`src/rtl/pipelined_ripple_adder_pkg.sv`:
```
// Shared definitions for the pipelined ripple adder.
//   calc_stages  : number of ripple segments (= pipeline stages) for a width.
//   seg_width_ok : true when the operand width splits evenly into segments.
//   full_add     : one-bit full adder, returns {carry, sum}.
//   OP_ADD/OP_SUB: encoding of the sub_in opcode bit.
package pipelined_ripple_adder_pkg;

  localparam logic OP_ADD = 1'b0;
  localparam logic OP_SUB = 1'b1;

  function automatic int calc_stages(input int width, input int seg_width);
    return width / seg_width;
  endfunction

  function automatic bit seg_width_ok(input int width, input int seg_width);
    return (seg_width > 0) && (width >= seg_width) && ((width % seg_width) == 0);
  endfunction

  function automatic logic [1:0] full_add(input logic a, input logic b, input logic c);
    return {(a & b) | (c & (a ^ b)), a ^ b ^ c};
  endfunction

endpackage

```
`src/rtl/pipelined_ripple_adder_if.sv`:
```
// Operand/result bus of the pipelined ripple adder.
//   a_in, b_in, c_in, sub_in, in_valid : operation request (master -> slave)
//   in_ready                           : slave can take an operation this cycle
//   sum_out, carry_out, overflow_out   : result (slave -> master)
//   out_valid                          : result valid
//   out_ready                          : master consumes the result
interface pipelined_ripple_adder_if #(
  parameter int WIDTH = 32
) ();

  logic [WIDTH-1:0] a_in;
  logic [WIDTH-1:0] b_in;
  logic             c_in;
  logic             sub_in;
  logic             in_valid;
  logic             in_ready;
  logic [WIDTH-1:0] sum_out;
  logic             carry_out;
  logic             overflow_out;
  logic             out_valid;
  logic             out_ready;

  modport master (
    output a_in, b_in, c_in, sub_in, in_valid, out_ready,
    input  in_ready, sum_out, carry_out, overflow_out, out_valid
  );

  modport slave (
    input  a_in, b_in, c_in, sub_in, in_valid, out_ready,
    output in_ready, sum_out, carry_out, overflow_out, out_valid
  );

endinterface

```
`src/rtl/pipelined_ripple_adder_segment.sv`:
```
// Combinational SEG_WIDTH-bit ripple-carry segment built from bit-level
// full adders.
//   a, b     : segment operands (b already inverted for subtraction)
//   cin      : carry into bit 0
//   s        : segment sum
//   cout     : carry out of the top bit
//   c_msb_in : carry into the top bit (overflow detection in the last segment)
module pipelined_ripple_adder_segment
  import pipelined_ripple_adder_pkg::*;
#(
  parameter int SEG_WIDTH = 8
) (
  input  logic [SEG_WIDTH-1:0] a,
  input  logic [SEG_WIDTH-1:0] b,
  input  logic                 cin,
  output logic [SEG_WIDTH-1:0] s,
  output logic                 cout,
  output logic                 c_msb_in
);

  // The carry is a block-local variable so the ripple is one sequential
  // evaluation rather than a vector whose bits feed each other.
  always_comb begin
    logic       cy;
    logic [1:0] fa;
    s        = '0;
    c_msb_in = 1'b0;
    fa       = 2'b00;
    cy       = cin;
    for (int i = 0; i < SEG_WIDTH; i++) begin
      if (i == SEG_WIDTH - 1) begin
        c_msb_in = cy;
      end
      fa   = full_add(a[i], b[i], cy);
      s[i] = fa[0];
      cy   = fa[1];
    end
    cout = cy;
  end

endmodule

```
`src/rtl/pipelined_ripple_adder.sv`:
```
// Pipelined ripple-carry adder/subtractor.
// A WIDTH-bit operation is split into STAGES = WIDTH/SEG_WIDTH segments; each
// pipeline level ripples one segment and registers its carry for the next.
// Upper operand segments are delayed (skewed) so they meet their carry, and
// lower sum segments are delayed (de-skewed) so the whole sum leaves together.
//   clk, rst_n : clock, asynchronous active-low reset
//   bus        : operand/result bus (slave side), valid/ready on both ends
// Handshake: one global advance, adv = ~out_valid | out_ready. Every level
// shifts on adv and holds otherwise; in_ready = adv.
module pipelined_ripple_adder
  import pipelined_ripple_adder_pkg::*;
#(
  parameter int WIDTH     = 32,
  parameter int SEG_WIDTH = 8
) (
  input  logic                     clk,
  input  logic                     rst_n,
  pipelined_ripple_adder_if.slave  bus
);

  localparam int STAGES = calc_stages(WIDTH, SEG_WIDTH);

  if (!seg_width_ok(WIDTH, SEG_WIDTH)) begin : g_width_check
    $error("pipelined_ripple_adder: WIDTH must be a non-zero multiple of SEG_WIDTH");
  end

  logic                 adv;
  logic [STAGES-1:0]    vld_q;
  // ld[j]: level j+1 registers capture this cycle (advance with valid data
  // arriving from level j, level 0 being the input port).
  logic [STAGES-1:0]    ld;
  logic [WIDTH-1:0]     b_eff;
  logic                 cin_eff;

  logic [SEG_WIDTH-1:0] seg_a  [STAGES];
  logic [SEG_WIDTH-1:0] seg_b  [STAGES];
  logic [SEG_WIDTH-1:0] seg_s  [STAGES];
  logic                 seg_ci [STAGES];
  logic                 seg_co [STAGES];
  logic                 seg_cm [STAGES];

  logic [STAGES-1:0]    carry_q;
  logic                 ovf_q;
  logic [WIDTH-1:0]     sum_q;

  assign adv          = ~vld_q[STAGES-1] | bus.out_ready;
  assign bus.in_ready = adv;

  // Subtraction is A + ~B + ~borrow; the inversion happens once at the input
  // so the skew registers carry the effective operand.
  assign b_eff   = (bus.sub_in == OP_SUB) ? ~bus.b_in : bus.b_in;
  assign cin_eff = (bus.sub_in == OP_ADD) ? bus.c_in  : ~bus.c_in;

  always_comb begin
    ld    = '0;
    ld[0] = adv & bus.in_valid;
    for (int j = 1; j < STAGES; j++) begin
      ld[j] = adv & vld_q[j-1];
    end
  end

  always_ff @(posedge clk or negedge rst_n) begin
    if (!rst_n) begin
      vld_q <= '0;
    end else if (adv) begin
      vld_q[0] <= bus.in_valid;
      for (int j = 1; j < STAGES; j++) begin
        vld_q[j] <= vld_q[j-1];
      end
    end
  end

  for (genvar k = 0; k < STAGES; k++) begin : g_seg
    localparam int SUM_DEPTH = STAGES - k;

    if (k == 0) begin : g_first
      assign seg_a[0]  = bus.a_in[SEG_WIDTH-1:0];
      assign seg_b[0]  = b_eff[SEG_WIDTH-1:0];
      assign seg_ci[0] = cin_eff;
    end else begin : g_skew
      // Segment k waits k levels for the carry chain to reach it.
      logic [SEG_WIDTH-1:0] a_dly [k];
      logic [SEG_WIDTH-1:0] b_dly [k];

      always_ff @(posedge clk or negedge rst_n) begin
        if (!rst_n) begin
          for (int i = 0; i < k; i++) begin
            a_dly[i] <= '0;
            b_dly[i] <= '0;
          end
        end else begin
          if (ld[0]) begin
            a_dly[0] <= bus.a_in[k*SEG_WIDTH +: SEG_WIDTH];
            b_dly[0] <= b_eff[k*SEG_WIDTH +: SEG_WIDTH];
          end
          for (int i = 1; i < k; i++) begin
            if (ld[i]) begin
              a_dly[i] <= a_dly[i-1];
              b_dly[i] <= b_dly[i-1];
            end
          end
        end
      end

      assign seg_a[k]  = a_dly[k-1];
      assign seg_b[k]  = b_dly[k-1];
      assign seg_ci[k] = carry_q[k-1];
    end

    pipelined_ripple_adder_segment #(
      .SEG_WIDTH (SEG_WIDTH)
    ) u_seg (
      .a        (seg_a[k]),
      .b        (seg_b[k]),
      .cin      (seg_ci[k]),
      .s        (seg_s[k]),
      .cout     (seg_co[k]),
      .c_msb_in (seg_cm[k])
    );

    // Sum segment k is produced at level k+1 and rides the remaining levels
    // so that every segment reaches sum_out in the same cycle.
    logic [SEG_WIDTH-1:0] s_dly [SUM_DEPTH];

    always_ff @(posedge clk or negedge rst_n) begin
      if (!rst_n) begin
        for (int i = 0; i < SUM_DEPTH; i++) begin
          s_dly[i] <= '0;
        end
      end else begin
        if (ld[k]) begin
          s_dly[0] <= seg_s[k];
        end
        for (int i = 1; i < SUM_DEPTH; i++) begin
          if (ld[k+i]) begin
            s_dly[i] <= s_dly[i-1];
          end
        end
      end
    end

    assign sum_q[k*SEG_WIDTH +: SEG_WIDTH] = s_dly[SUM_DEPTH-1];
  end

  always_ff @(posedge clk or negedge rst_n) begin
    if (!rst_n) begin
      carry_q <= '0;
      ovf_q   <= 1'b0;
    end else begin
      for (int k = 0; k < STAGES; k++) begin
        if (ld[k]) begin
          carry_q[k] <= seg_co[k];
        end
      end
      if (ld[STAGES-1]) begin
        ovf_q <= seg_co[STAGES-1] ^ seg_cm[STAGES-1];
      end
    end
  end

  assign bus.sum_out      = sum_q;
  assign bus.carry_out    = carry_q[STAGES-1];
  assign bus.overflow_out = ovf_q;
  assign bus.out_valid    = vld_q[STAGES-1];

endmodule

```
`src/flat_wrapper.sv`:
```
// flat-port wrapper written by rule: the top's interface ports become plain ports
module pipelined_ripple_adder_flat import pipelined_ripple_adder_pkg::*;
#(
  parameter int WIDTH     = 32,
  parameter int SEG_WIDTH = 8
)
  (clk, rst_n, bus_a_in, bus_b_in, bus_c_in, bus_sub_in, bus_in_valid, bus_out_ready, bus_in_ready, bus_sum_out, bus_carry_out, bus_overflow_out, bus_out_valid);
  pipelined_ripple_adder_if #(.WIDTH(WIDTH)) bus_i ();
  input  logic clk;
  input  logic rst_n;
  input wire logic [$bits(bus_i.a_in)-1:0] bus_a_in;
  input wire logic [$bits(bus_i.b_in)-1:0] bus_b_in;
  input wire logic [$bits(bus_i.c_in)-1:0] bus_c_in;
  input wire logic [$bits(bus_i.sub_in)-1:0] bus_sub_in;
  input wire logic [$bits(bus_i.in_valid)-1:0] bus_in_valid;
  input wire logic [$bits(bus_i.out_ready)-1:0] bus_out_ready;
  output wire logic [$bits(bus_i.in_ready)-1:0] bus_in_ready;
  output wire logic [$bits(bus_i.sum_out)-1:0] bus_sum_out;
  output wire logic [$bits(bus_i.carry_out)-1:0] bus_carry_out;
  output wire logic [$bits(bus_i.overflow_out)-1:0] bus_overflow_out;
  output wire logic [$bits(bus_i.out_valid)-1:0] bus_out_valid;
  assign bus_i.a_in = bus_a_in;
  assign bus_i.b_in = bus_b_in;
  assign bus_i.c_in = bus_c_in;
  assign bus_i.sub_in = bus_sub_in;
  assign bus_i.in_valid = bus_in_valid;
  assign bus_i.out_ready = bus_out_ready;
  assign bus_in_ready = bus_i.in_ready;
  assign bus_sum_out = bus_i.sum_out;
  assign bus_carry_out = bus_i.carry_out;
  assign bus_overflow_out = bus_i.overflow_out;
  assign bus_out_valid = bus_i.out_valid;
  pipelined_ripple_adder #(.WIDTH(WIDTH), .SEG_WIDTH(SEG_WIDTH)) u_core (.clk(clk), .rst_n(rst_n), .bus(bus_i));
endmodule
```
`config.mk`:
```
export PLATFORM = sky130hd
export DESIGN_NAME = pipelined_ripple_adder_flat
export DESIGN_NICKNAME = d
export VERILOG_FILES = /design/src/rtl/pipelined_ripple_adder_pkg.sv /design/src/rtl/pipelined_ripple_adder_if.sv /design/src/rtl/pipelined_ripple_adder_segment.sv /design/src/rtl/pipelined_ripple_adder.sv /design/src/flat_wrapper.sv
export SDC_FILE = /design/constraint.sdc
export NUM_CORES = 1
export LEC_CHECK = 0
export ABC_AREA = 1
export CORE_MARGIN = 10
export CORE_UTILIZATION = 40
export DETAILED_ROUTE_END_ITERATION = 7
export SYNTH_ARGS = -nofsm -noshare
export SYNTH_HDL_FRONTEND = slang
export SYNTH_HIERARCHICAL = 1
export SYNTH_SLANG_ARGS = --single-unit
```
`constraint.sdc`:
```
create_clock -name clk -period 6.05 [get_ports clk]
set_input_delay 0.605 -clock clk [delete_from_list [all_inputs] [get_ports clk]]
set_output_delay 0.605 -clock clk [all_outputs]
set_load 0.005 [all_outputs]
```
==> run summary <==
The transition time at the pin with the least slew margin is 1.10 ns, and the starting utilization of the core area is 40.9%. Final-report hold violation count: 0. Proportion of netlist area held by the largest area contributor: 53.5%.

After synthesis, the netlist uses 14 different library cells. The run gives 4 as the total iterations of the first detailed-routing run. In this run the static leakage power is 5.54 nW. In the finished design, the share of the clock period the worst path needs comes to 70.5%.

The maximum number of buffers from clock root to sink is 2. The area of the die was 27,900 um^2. Registers are responsible for 42.3% of the overall power. For the arrival time reported for the critical path endpoint, the log shows 4.62 ns. The run gives 32,000 um as the wire length of the first global-routing pass.

The share of layout cells above drive strength 1 was 4.19%; the number of remaining DRC errors was 0. STA classifies the critical path startpoint as an input pin. The average detailed-routed wire length per instance is 13.7 um. Setup violations remaining at the end of the flow were counted as 0.

TritonCTS built the clock tree. The tools report the number of antenna violations at the first check in global routing as 0. Across the VDD grid, the largest voltage drop is 0.187 mV. Switching power share of the total: 34.5%. After synthesis the netlist holds a flip-flop and latch count of 185.

Ranked by total cell area, the synthesized netlist is headed by sky130_fd_sc_hd__dfrtp_1 (53%), sky130_fd_sc_hd__nand2_1 (20%), sky130_fd_sc_hd__nand3_1 (9.1%). The signal on the critical path passes through clkdlybuf4s50_1, buf_4, xor2_1, fa_1, fa_1, fa_1, fa_1, fa_1, inv_1, fa_1, inv_1, fa_1, nand3_1, nand2_1. The post-detailed-route via-to-cell ratio is 4.53, and the clock latency on the worst-skew pair is 0.42 ns.

Type of the tightest min-delay check: input pin to async pin. Clock-pin slew was measured on the worst setup and hold paths at 0.06 ns. The tools report the root buffer cell as sky130_fd_sc_hd__clkbuf_16. Among the stages of the critical path, the cell type that occurs most often is sky130_fd_sc_hd__fa_1. The tools report the clock skew after layout as 0.00973 ns. The endpoint identified for the worst register-to-register timing path is u_core/bus.overflow_out.

Clock tree synthesis inserted a total of 17 buffers. Setup repair after global routing left no endpoint under its margin. The worst register-to-register path begins at u_core/g_seg[3].g_skew.a_dly[0]. For this run, the post-layout net count is 1,162.

106 I/O pins were placed. After floorplanning, the core was divided into 53 placement rows. Cell internal power was estimated by the tool at 3.21 mW. In this run the tightest slew margin relative to its limit is 26.7%. The wire-length estimate of the detail-placed layout is 12,700 um. The switching power is 1.69 mW, and the total number of yosys warnings is 6. Counting both buffers and inverters, the worst setup path holds a total of 4.

Of all cell types, the one taking the most synthesized area is sky130_fd_sc_hd__dfrtp_1. Of the synthesized area, sequential elements account for 53.5%. Global routing finished with a remaining overflow of 0.

A synthesized cell averages 8.54 um^2. The global placement routability congestion is 0.755, and the number of cells on the worst reg-to-reg path is 16. For this run, the top clock speed supported by timing is 235 MHz. Measured along the y axis, the die boundary spans 167 um.

The global routing usage summed across all routing layers was 13.6%; the setup slack of the most critical reg-to-reg path was 2.32 ns. The max capacitance violation total was 0; the worst stage delay on the critical path was 0.59 ns. The critical path is of the input pin to register type. Once the clock tree was built, the resizer swapped 0 gates to a different size. The ratio of total power to cell area is 473 nW/um^2. The synthesis-to-finish area growth came out at 19.6%. The part of the power in combinational logic is 31.7%.

Per report_power, the clock group accounts for 26.0% of the total. Kind of cell adding the most delay to the critical path: adder cells. Counting every instance in the synthesized netlist gives 1,013.

The total area inside the core boundary comes to 21,200 um^2. The tools report the category of the worst setup path capture point as a register. The number of diodes added for antenna fixing came out at 0. The flow ran to the end, and the final reports show no timing, DRC or antenna violations. Entering global routing, the biggest net connects 104 pins. Across all hold checks on the routed design, the worst slack comes to 0.211 ns. The routed design could run at a clock period as short as 4.26 ns. Counting every net in the synthesized netlist gives 1,115. The tools report the via count of the first global-routing pass as 6,219. Once detail routing completed, the nets flagged for antenna violations numbered 0. The tools report the mapped cell area as 8650 um^2. The number of sinks driven by the clock tree was 185. The routed layout has 6,110 vias. For this block, the routed nets add up to 18,400 um of wire. Number of DRC violations after detailed-routing iteration 0: 401. After clock tree synthesis, the setup repair step added 0 buffers. On the critical path, the stage with the largest delay is an instance of sky130_fd_sc_hd__clkdlybuf4s50_1.

Maximum net fanout on the critical path: 32. After clock tree synthesis, the flow added hold-fix buffers numbering 0. The width of the die is 167 um. At the end of the flow the core is filled with cells to 48.9%. Buffers placed on the I/O ports in this run total 105. The data required time at the worst endpoint came out at 6.40 ns.

Setup total negative slack on the finished layout was measured at 0 ns. For the number of H-tree levels, the log shows 4. The run gives 0 as the count of final max-slew check failures.
## layout make-up
cell class	instances	area [um^2]
repair buffers	114	1120
fillers	2010	10800
multi-input cells	672	3300
clock inverters	13	236
clock buffers	19	453
inverters	70	263
flip-flops and latches	185	4630
well taps	275	344
## metrics by stage
stage,instances,total power [mW],cell area (um^2),setup WS [ns]
after floorplan,1013,3.13,8650,1.84
after global placement,1316,3.63,9660,1.36
final,1348,4.89,10300,1.79
after CTS,1348,4.97,10300,1.80
after detailed placement,1316,3.68,9660,1.36
after global routing,1348,5.34,10300,1.58
## cell families after synthesis
logic type / count (synthesis) / share of synthesized area (%)
AOI/OAI and AO/OA: 3 / 0.217
buffers and inverters: 156 / 8.43
and+or+nand+nor: 628 / 29.6
xor gates and xnor gates: 9 / 0.911
adders and majority gates: 32 / 7.40
DFF: 185 / 53.5
## worst max-delay path by stage
stage / startpoint / endpoint / slack (ns) / depth (start not counted)
after floorplan: bus_sub_in / u_core/g_seg[0].s_dly[31] / 1.84 / 17
after global placement: bus_sub_in / u_core/g_seg[0].s_dly[31] / 1.36 / 14
after detailed placement: bus_sub_in / u_core/g_seg[0].s_dly[31] / 1.36 / 14
after CTS: bus_sub_in / u_core/g_seg[0].s_dly[31] / 1.80 / 14
after global routing: bus_sub_in / u_core/g_seg[0].s_dly[31] / 1.58 / 14
final: bus_sub_in / u_core/g_seg[0].s_dly[31] / 1.79 / 14
## state kept, by name (all words and copies together), names as in the netlist
register	count
u_core/vld_q	4
u_core/carry_q	4
u_core/bus.overflow_out	1
u_core/g_seg.g_skew.b_dly	48
u_core/bus.sum_out	24
u_core/g_seg.s_dly	56
u_core/g_seg.g_skew.a_dly	48
## synthesized netlist by cell type, drive strengths merged
library cell,number
nand2,470
dfrtp,185
nand3,158
buf,72
inv,70
fa,32
clkbuf,14
xor2,9
a21oi,2
o21ai,1
## power groups by stage
stage | Combinational (mW) | Sequential [mW] | Clock, mW
6_report | 1.55 | 2.07 | 1.27
4_1_cts | 1.59 | 2.08 | 1.31
3_3_place_gp | 1.55 | 2.08 | 0
3_5_place_dp | 1.58 | 2.10 | 0
2_1_floorplan | 1.15 | 1.98 | 0
5_1_grt | 1.83 | 2.14 | 1.36
## cells in the final DEF (no fill, tap or decap), drive strengths merged
cell type,synthesis,final
fa,32,32
xor2,9,9
o21ai,1,1
a21oi,2,2
inv,70,74
nand3,158,158
clkinv,0,2
clkbuf,14,19
dfrtp,185,185
clkinvlp,0,1
bufinv,0,6
clkdlybuf4s50,0,104
nand2,470,470
buf,72,10
## layer usage
layer | part of all wire (%) | track usage [%] | vias to the layer above
li1 | - | - | 3175
met1 | 52 | 19.9 | 2819
met2 | 44 | 19.5 | 112
met3 | 3.9 | 3.00 | 4
met4 | 0.56 | 3.93 | 0
met5 | 0 | 0 | -
## worst register-to-register path: stages, from the launching register on
cell and delay, ns:
sky130_fd_sc_hd__dfrtp_1 0.38, sky130_fd_sc_hd__inv_1 0.08, sky130_fd_sc_hd__fa_1 0.17, sky130_fd_sc_hd__inv_1 0.05, sky130_fd_sc_hd__fa_1 0.38, sky130_fd_sc_hd__fa_1 0.39, sky130_fd_sc_hd__fa_1 0.40, sky130_fd_sc_hd__fa_1 0.39
sky130_fd_sc_hd__fa_1 0.37, sky130_fd_sc_hd__inv_1 0.08, sky130_fd_sc_hd__fa_1 0.17, sky130_fd_sc_hd__inv_1 0.07, sky130_fd_sc_hd__fa_1 0.41, sky130_fd_sc_hd__nand2_1 0.09, sky130_fd_sc_hd__nand2_1 0.06, sky130_fd_sc_hd__nand2_1 0.07
sky130_fd_sc_hd__nand2_1 0.05
No activity file was read; power rests on OpenSTA's default activity.
